<file path="src/rtl/button_event_decoder.sv">
// button_event_decoder
// Turns the clean, synchronous button level from the debounce stage into
// single-cycle event pulses: short press, long press and double click.
// Optional feature macro: REPEAT_EN adds an auto-repeat tick while the button
// stays held after a long press; without it repeat_tick is tied low.

module button_event_decoder #(
    parameter int LONG_CYC = 20_000_000,
    parameter int DBL_CYC  = 5_000_000,
    parameter int REP_CYC  = 2_500_000,
    parameter int CNT_W    = 25
) (
    input  logic clk,
    input  logic rst_n,
    input  logic btn_level,
    output logic short_press,
    output logic long_press,
    output logic double_click,
    output logic repeat_tick,
    output logic held
);

    typedef enum logic [2:0] {
        IDLE,
        PRESS1,
        WAIT2,
        WAITR,
        LONGH
    } state_e;

    localparam logic [CNT_W-1:0] LONG_LAST = CNT_W'(LONG_CYC - 1);
    localparam logic [CNT_W-1:0] DBL_LAST  = CNT_W'(DBL_CYC - 1);

    // The timer has to reach every terminal count, so refuse to build otherwise.
    if ((LONG_CYC < 1) || (DBL_CYC < 1) || (REP_CYC < 1) ||
        ($clog2(LONG_CYC) > CNT_W) || ($clog2(DBL_CYC) > CNT_W) ||
        ($clog2(REP_CYC) > CNT_W)) begin : g_bad_params
        $error("button_event_decoder: CNT_W too narrow or zero cycle count");
    end

`ifdef REPEAT_EN
    localparam logic [CNT_W-1:0] REP_LAST = CNT_W'(REP_CYC - 1);
`endif

    state_e           state_q;
    logic [CNT_W-1:0] timer_q;
    logic             btn_q;
    logic             short_q;
    logic             long_q;
    logic             dbl_q;
    logic             rep_q;
    logic             rise;
    logic             fall;

    assign rise = btn_level & ~btn_q;
    assign fall = ~btn_level & btn_q;

    assign short_press  = short_q;
    assign long_press   = long_q;
    assign double_click = dbl_q;
    assign repeat_tick  = rep_q;
    assign held         = btn_q;

    // Event FSM: tracks the press/release sequence, runs the shared timer and
    // registers the one-cycle event pulses.
    always_ff @(posedge clk) begin
        if (!rst_n) begin
            state_q <= IDLE;
            timer_q <= '0;
            btn_q   <= 1'b0;
            short_q <= 1'b0;
            long_q  <= 1'b0;
            dbl_q   <= 1'b0;
            rep_q   <= 1'b0;
        end else begin
            btn_q   <= btn_level;
            short_q <= 1'b0;
            long_q  <= 1'b0;
            dbl_q   <= 1'b0;
            rep_q   <= 1'b0;
            if (!(&timer_q)) begin
                timer_q <= timer_q + 1'b1;
            end
            case (state_q)
                IDLE: begin
                    if (rise) begin
                        state_q <= PRESS1;
                        timer_q <= '0;
                    end
                end
                PRESS1: begin
                    // A release landing on the long-press count loses to the long press.
                    if (timer_q == LONG_LAST) begin
                        long_q  <= 1'b1;
                        state_q <= LONGH;
                        timer_q <= '0;
                    end else if (fall) begin
                        state_q <= WAIT2;
                        timer_q <= '0;
                    end
                end
                WAIT2: begin
                    // A second press on the very last gap cycle still counts as a double.
                    if (rise) begin
                        dbl_q   <= 1'b1;
                        state_q <= WAITR;
                        timer_q <= '0;
                    end else if (timer_q == DBL_LAST) begin
                        short_q <= 1'b1;
                        state_q <= IDLE;
                        timer_q <= '0;
                    end
                end
                WAITR: begin
                    if (!btn_level) begin
                        state_q <= IDLE;
                        timer_q <= '0;
                    end
                end
                LONGH: begin
                    if (!btn_level) begin
                        state_q <= IDLE;
                        timer_q <= '0;
                    end
`ifdef REPEAT_EN
                    else if (timer_q == REP_LAST) begin
                        rep_q   <= 1'b1;
                        timer_q <= '0;
                    end
`endif
                end
                default: begin
                    state_q <= IDLE;
                    timer_q <= '0;
                end
            endcase
        end
    end

endmodule
</file>
<file path="config.mk">
export PLATFORM = sky130hd
export DESIGN_NAME = button_event_decoder
export DESIGN_NICKNAME = d
export VERILOG_FILES = /design/src/rtl/button_event_decoder.sv
export SDC_FILE = /design/constraint.sdc
export NUM_CORES = 1
export LEC_CHECK = 0
export CAP_MARGIN = 20
export CORE_MARGIN = 2
export CORE_UTILIZATION = 30
export DETAILED_ROUTE_END_ITERATION = 10
export HOLD_SLACK_MARGIN = 0.03
export MAX_ROUTING_LAYER = met4
export PLACE_DENSITY = 0.42
export SYNTH_ARGS = -nofsm -noshare
export SYNTH_HDL_FRONTEND = slang
export SYNTH_SLANG_ARGS = --single-unit
</file>
<file path="constraint.sdc">
create_clock -name clk -period 4.2 [get_ports clk]
set_input_delay 0.84 -clock clk [delete_from_list [all_inputs] [get_ports clk]]
set_output_delay 0.84 -clock clk [all_outputs]
set_load 0.01 [all_outputs]
</file>
* After elaboration in Yosys (flattened, before gate mapping)
Cells that the tools add are included. Widths: inputs -> output; s select.
Word-level totals: register bits 32, output and inout port bits 5, word-level logic and storage cells 48
Cells by class: add/subtract/negate cells 1, eq/ne operators 10, multiplexer cells 18, bitwise gates (word level) 6, reduce and logical (&&, ||, !) cells 7
Operators with widths (number):
- $mux 25 | 7
- $pmux 25 s4 | 1
- $add 25x1->25 const B | 1
- $eq 25x23->1 const B | 1
- $eq 25x25->1 const B | 1
- $reduce_and 25->1 | 1
- $mux 3 | 6
- $pmux 3 s4 | 1
- $eq 3x2->1 const B | 2
- $ne 3x3->1 const B | 2
- $ne 2x2->1 const B | 2
- $not 1->1 | 4
- $reduce_and 2->1 | 2
- $reduce_and 4->1 | 1
- $eq 3x1->1 const B | 1
- $eq 3x3->1 const B | 1
- $logic_not 3->1 | 1
- $mux 1 | 3
- $reduce_or 3->1 | 1
- $and 1x1->1 | 2
- $reduce_or 2->1 | 1

* Depth between registers and ports, before layout
Gate-level depths: netlist (run 1).
word-level depth 5, mapped depth 9

* Least setup slack after synthesis (run 1)
No wires, ideal clock.
path type register to register, from register timer_q[0], to register timer_q[10], data arrival time 2.081 ns, setup slack 2.004 ns, stages on the path, launching flop included 10, path buffers 2, period minus slack after synthesis 2.196 ns, path through dfxtp_1 -> ha_1 -> and4_1 -> clkbuf_1 -> nand2_1 -> or4_4 -> nor4b_4 -> a21oi_4 -> buf_6 -> nor2_2
Between the ends: word-level cells in the longest chain between the ends 5, elaborated cells on any way between the ends 12, classes of those cells add/sub (1); eq/ne (2); mux (8); reduce/logical (1)
RTL lines:
- start: declaration | RTL line 46 | logic [CNT_W-1:0] timer_q;
- start signal: assignment | RTL line 82 | timer_q <= timer_q + 1'b1;
- $add 25x1->25 / $reduce_and 25->1 (equally long branches) | RTL line 82, 81
- $mux 25 | RTL line 81 | if (!(&timer_q)) begin
- $mux 25 (on tied branches) | RTL line 108, 97
- $mux 25 (on tied branches) | RTL line 104, 93
- $pmux 25 s4 * | RTL line 84 | case (state_q)
Mark *: on every way between the ends. The rest lies on a longest branch, timed or not. A chain may end at the register's enable or synchronous reset.

* Worst setup path in the final report (run 1)
from input port btn_level, to register timer_q[19]
Between the ends: word-level cells in the longest chain between the ends 5, elaborated cells on any way between the ends 9, classes of those cells mux (6); bitwise (3)
RTL lines:
- start: declaration | RTL line 15 | input logic btn_level,
- $not 1->1 | RTL line 56 | assign fall = ~btn_level & btn_q;
- $and 1x1->1 | RTL line 56
- $mux 25 | RTL line 97 | end else if (fall) begin
- $mux 25 | RTL line 93 | if (timer_q == LONG_LAST) begin
- $pmux 25 s4 * | RTL line 84
Marked as above.

==> flow_metrics.tcl, run 1 <==
set metrics [dict create \
    clk_latency_ns 0.28 \
    viasPerCell 5.01 \
    min_path_type "register to register" \
    h-tree-depth 2 \
    setup_viol 0 \
    reg2reg_to "timer_q[19]$_SDFF_PN0_" \
    clock-root-buffer "clkbuf_8" \
    drtIter0Drc 44 \
    worst_pin_slew_ns 0.923 \
    min_to "timer_q[1]$_SDFF_PN0_" \
    cts-resized-gates 0 \
    ys.flop_type "dfxtp_1" \
    drt-total-wl_um 3580 \
    core_sq_mm 0.00547 \
    seq_area_frac_synth_pct 38.1 \
    r2r_slack_ns 1.44 \
    dp_hpwl_um 2560 \
    ioPinCount 8 \
    synth_area_sq_mm 0.00168 \
    grt_overflow 0 \
    finalSetupTns_ns 0 \
    ant_nets 0 \
    layout_min_cycle_time_ns 2.88 \
    yosys_register_bits 32 \
    synth_area_leaders "dfxtp_1 38%, nor2_2 7.4%, xor2_1 6.8%" \
    grt_pass1_wl_um 5770 \
    timing.final.crit_share_pct 68.5 \
    p_leak_nw 0.589 \
    synth_cells 192 \
    yosysMostFrequentCell "dfxtp_1" \
    cts_inserted_buffers 5 \
    r2r-start "timer_q[0]$_SDFF_PN0_" \
    reg2reg_depth 7 \
    layout.cells.non_filler 268 \
    min_from "timer_q[1]$_SDFF_PN0_" \
    synth_top_area_cell "dfxtp_1" \
    critPathArrivalTime_ns 3.02 \
    initial_core_util_pct 30.7 \
    postSynthAreaPerCell_sq_um 8.76 \
    relSlewSlack_pct 38.3 \
    wl_per_cell_um 13.4 \
    worstSetupPathType "input port to register" \
    finalHoldViolCount 0 \
    place_inst 261 \
    rows 27 \
    clkTransAtPathRegs_ns 0.07 \
    dieHeight_um 78.9 \
    yosysTopAreaCellShare_pct 38.1 \
    synth_edf_count 0 \
    p_per_area_mw_per_mm2 322 \
    hold_depth 2 \
    cts.sink_count 32 \
    synth_warnings 0 \
    fin_skew_ns 0.00828 \
    dr.pass1.iters 4 \
    fmax_mhz 347 \
    syn2layout_area_growth_pct 10.9 \
    antenna_found_initial 0 \
    drive_gt1_share_pct 17.3 \
    diodes 0 \
    required_ns 4.34 \
    synth_nets 196 \
    post_cts_buffers 0 \
    grt_pass1_vias 1216 \
    async_flop_share_pct 0 \
    outcome "completed" \
    grt_max_degree 26 \
    place_congestion 0.856 \
    route.detailed.drc 0 \
    endpoint_kind "register" \
    cts_hold_buf 0 \
    clockBufferDepth 2 \
    dieWidth_um 78.9 \
    ir_drop_mv 0.118 \
    maxSlewViolCount 0 \
    critPathMaxFanout 25 \
    synth_common_cells "32 x dfxtp_1, 20 x nor2_2, 15 x nand2_1, 15 x nor2_1, 13 x xor2_1" \
    num_vias 1343 \
    track_usage_pct 12.2 \
    netlist-cell-type-count 43 \
    startpoint "btn_level" \
    startpoint_type "input port" \
    die-area_sq_mm 0.00622 \
    portBuffers 6 \
    cts_tree "built" \
    nets 200 \
    drv_cap 0 \
    fill_cells 583 \
    rsz0062_at_grt "false" \
]
## worst max-delay path by stage
| stage | slack (ns) | cells after the start | to |
|---|---|---|---|
| floorplan | 2.00 | 9 | timer_q[10]$_SDFF_PN0_ |
| global placement | 1.11 | 6 | timer_q[18]$_SDFF_PN0_ |
| detailed placement | 1.04 | 6 | timer_q[17]$_SDFF_PN0_ |
| CTS | 1.32 | 6 | timer_q[19]$_SDFF_PN0_ |
| global route | 1.14 | 7 | timer_q[19]$_SDFF_PN0_ |
| finish | 1.32 | 6 | timer_q[19]$_SDFF_PN0_ |
## metal layers
layer	up-vias	routed length, um	track usage (%)
met5	-	0	-
met4	0	44	5.69
met3	5	132	2.84
met2	19	1600	18.7
met1	643	1810	15.3
li1	676	-	-
## cells in the final DEF, fill, tap and decap left out, types with 7 or more instances in the layout
master     n
xor2_1    13
clkbuf_8   7
nor2_2    20
nand2_1   15
nand4_1   10
nor2_1    15
dfxtp_1   32
xnor2_1   10
nand3_1   10
## metrics by stage
stage                     setup WS, ns  util (%)  hold WS, ns  cell area (sq um)  power [mW]
after floorplan                   2.00         -        0.453               1680       0.350
after global placement            1.11      32.4        0.463               1770       0.354
after detailed placement          1.04      32.4        0.473               1770       0.354
after CTS                         1.32      34.1        0.482               1870       0.613
after global routing              1.14      34.1        0.507               1870       0.632
final                             1.32      34.1        0.479               1870       0.602
## area by class of cell
cell class / instances / area, sq um / area share (%)
clock buffer: 7 / 96.3 / 5.16
sequential: 32 / 641 / 34.3
multi-input combinational: 148 / 968 / 51.9
tap: 72 / 90.1 / 4.83
timing repair buffer: 6 / 60.1 / 3.22
inverter: 3 / 11.3 / 0.603
## worst max-delay path: stages
cell and delay [ns]:
clkdlybuf4s50_1 0.55, nand2_1 0.10, a21oi_1 0.28, a21boi_0 0.30, a21oi_4 0.81, nor2_1 0.12
## cells by family after synthesis
logic type	after synthesis	share of synthesized area, %
flip-flops	32	38.1
XOR/XNOR	23	12.0
AO/OA/AOI/OAI	17	7.44
AND/OR/NAND/NOR	106	37.2
other	1	0.223
buffers and inverters	12	4.39
adder cells (fa/ha/maj)	1	0.743
## registers in the layout, indices dropped and copies added, names as in the netlist
register      count
double_click      1
held              1
long_press        1
short_press       1
state_q           3
timer_q          25
## where the power goes
| group | switching (mW) | internal [mW] | leakage (nW) |
|---|---|---|---|
| clock | 0.109 | 0.146 | 0.0503 |
| sequential | 0.00455 | 0.307 | 0.259 |
| combinational | 0.0230 | 0.0122 | 0.280 |
(Power assumes the default switching activity.)
==> run 2, diff against run 1 <==
Settings changed: PLACE_DENSITY 0.42 to 0.44.
Clock period 4.2 ns to 2.55 ns, I/O delays scaled along.
==> flow_metrics.tcl, run 2 (synthesis gave the netlist of run 1 again) <==
set metrics [dict create \
    min_from "timer_q[1]$_SDFF_PN0_" \
    dieHeight_um 78.9 \
    rows 27 \
    path_cells "ha_1 -> and4_1 -> nand2_1 -> or4_4 -> nor4b_4 -> a21oi_4 -> buf_12 -> nor2_1" \
    diodes 0 \
    fin_util_pct 35.2 \
    setup_viol 0 \
    cts_inserted_buffers 5 \
    cp_slowest_cell "or4_4" \
    clock-root-buffer "clkbuf_8" \
    place_area_sq_mm 0.00184 \
    die-area_sq_mm 0.00622 \
    clkPwrFrac_pct 40.3 \
    dp_hpwl_um 2660 \
    grt_pass1_vias 1327 \
    drive_gt1_share_pct 19.6 \
    grt_pass1_wl_um 6210 \
    ant_nets 0 \
    finalSetupTns_ns 0 \
    post_cts_buffers 0 \
    drv_cap 0 \
    design_area_sq_mm 0.00193 \
    largest_register "timer_q" \
    largest_reg_flops 25 \
    grt_overflow 0 \
    cp_top_family "simple AND/OR/NAND/NOR gates" \
    startpoint "timer_q[0]$_SDFF_PN0_" \
    cts_tree "built" \
    viasPerCell 4.86 \
    fin_skew_ns 0.00439 \
    dr.pass1.iters 4 \
    layout.cells.non_filler 276 \
    startpoint_type "register" \
    critPathArrivalTime_ns 2.46 \
    p_per_area_mw_per_mm2 507 \
    nets 207 \
    pwr-share-seq_pct 52.6 \
    syn2layout_area_growth_pct 14.4 \
    worst_pin_slew_ns 0.487 \
    endpoint_kind "register" \
    ir_drop_mv 0.218 \
    cts.sink_count 32 \
    initial_core_util_pct 30.7 \
    cts-resized-gates 0 \
    setup_slack_ns 0.259 \
    fmax_mhz 437 \
    p_leak_nw 0.623 \
    final_cell_mix "32 x dfxtp_1, 20 x nor2_2, 15 x nor2_1, 15 x nand2_1, 13 x xor2_1" \
    fill_cells 604 \
    place_congestion 0.801 \
    portBuffers 6 \
    maxSlewViolCount 0 \
    place_inst 268 \
    grt_max_degree 26 \
    critical_path_buf_inv_count 1 \
    timing.final.crit_share_pct 89.8 \
    route.detailed.drc 0 \
    num_vias 1342 \
    ioPinCount 8 \
    r2r-start "timer_q[0]$_SDFF_PN0_" \
    internal_power_uw 755 \
    min_path_type "register to register" \
    drtIter0Drc 28 \
    outcome "completed" \
    cts_hold_buf 0 \
    clockBufferDepth 2 \
    critPathMaxFanout 25 \
    combPwrFrac_pct 7.1 \
    layout_min_cycle_time_ns 2.29 \
    power_switching_share_pct 22.7 \
    track_usage_pct 12.9 \
    clk_latency_ns 0.28 \
    drt-total-wl_um 3520 \
    wl_per_cell_um 12.8 \
    worstSetupPathType "register to register" \
    reg_top3 "timer_q x25, state_q x3" \
    p_sw_uw 222 \
    relSlewSlack_pct 67.2 \
    finalHoldViolCount 0 \
    h-tree-depth 2 \
    core_sq_mm 0.00547 \
    cp_slowest_stage_delay_ns 0.56 \
    dieWidth_um 78.9 \
    mostFrequentLayoutCell "dfxtp_1" \
    antenna_found_initial 0 \
    clkTransAtPathRegs_ns 0.06 \
    pre_cts_slack_ns 0.236 \
    rsz0062_at_grt "false" \
    required_ns 2.72 \
]
[run 2: metrics by stage]
step	hold slack, ns	total power [mW]
after detailed placement	0.484	0.595
after global routing	0.514	1.02
after CTS	0.496	0.995
final	0.496	0.977
after floorplan	0.453	0.576
after global placement	0.472	0.594
[run 2: worst register-to-register path, cell delays in order, from the launching register on]
cell	delay [ns]
dfxtp_1	0.38
ha_1	0.21
and4_1	0.33
nand2_1	0.11
or4_4	0.56
nor4b_4	0.15
a21oi_4	0.15
buf_12	0.20
nor2_1	0.09
[run 2: routing by layer]
| metal | GRT usage, % | wire, um | vias up |
|---|---|---|---|
| met5 | - | 0 | - |
| met4 | 4.66 | 49 | 0 |
| met3 | 3.41 | 109 | 5 |
| met2 | 21.5 | 1730 | 14 |
| met1 | 14.9 | 1640 | 629 |
| li1 | - | - | 694 |
[run 2: layout make-up]
type / instances / area, sq um / area share (%)
inverter: 3 / 11.3 / 0.585
tap: 72 / 90.1 / 4.68
multi-input combinational: 148 / 968 / 50.3
timing repair buffer: 13 / 125 / 6.50
sequential: 32 / 641 / 33.3
clock buffer: 8 / 90.1 / 4.68
[run 2: path summary, 6_finish.rpt]
path | depth (start not counted) | endpoint | slack [ns]
worst min register to register | 2 | timer_q[1]$_SDFF_PN0_ | 0.50
worst max register to register | 8 | timer_q[18]$_SDFF_PN0_ | 0.26
worst min-delay path | 2 | timer_q[1]$_SDFF_PN0_ | 0.50
worst max-delay path | 8 | timer_q[18]$_SDFF_PN0_ | 0.26
[run 2: power groups by stage]
stage	clock network, mW	registers, mW	logic (mW)
global route	0.430	0.514	0.0758
global placement	0	0.524	0.0693
detailed placement	0	0.525	0.0702
floorplan	0	0.521	0.0547
CTS	0.410	0.514	0.0709
finish	0.393	0.514	0.0696
==> run 3, diff against run 2 <==
--- a/config.mk
+++ b/config.mk
@@ -13,4 +13,5 @@
 export MAX_ROUTING_LAYER = met4
 export PLACE_DENSITY = 0.44
+export SETUP_SLACK_MARGIN = 0.05
 export SYNTH_ARGS = -nofsm -noshare
 export SYNTH_HDL_FRONTEND = slang
==> constraint.sdc (replaced) <==
create_clock -name clk -period 2.55 [get_ports clk]
set_input_delay 0.51 -clock clk [delete_from_list [all_inputs] [get_ports clk]]
set_output_delay 0.51 -clock clk [all_outputs]
set_load 0.02 [all_outputs]
==> results of run 3 <==
Same layout as run 2 (identical final DEF). Status: completed.
Among the figures that moved: total power 0.977 mW -> 0.978 mW
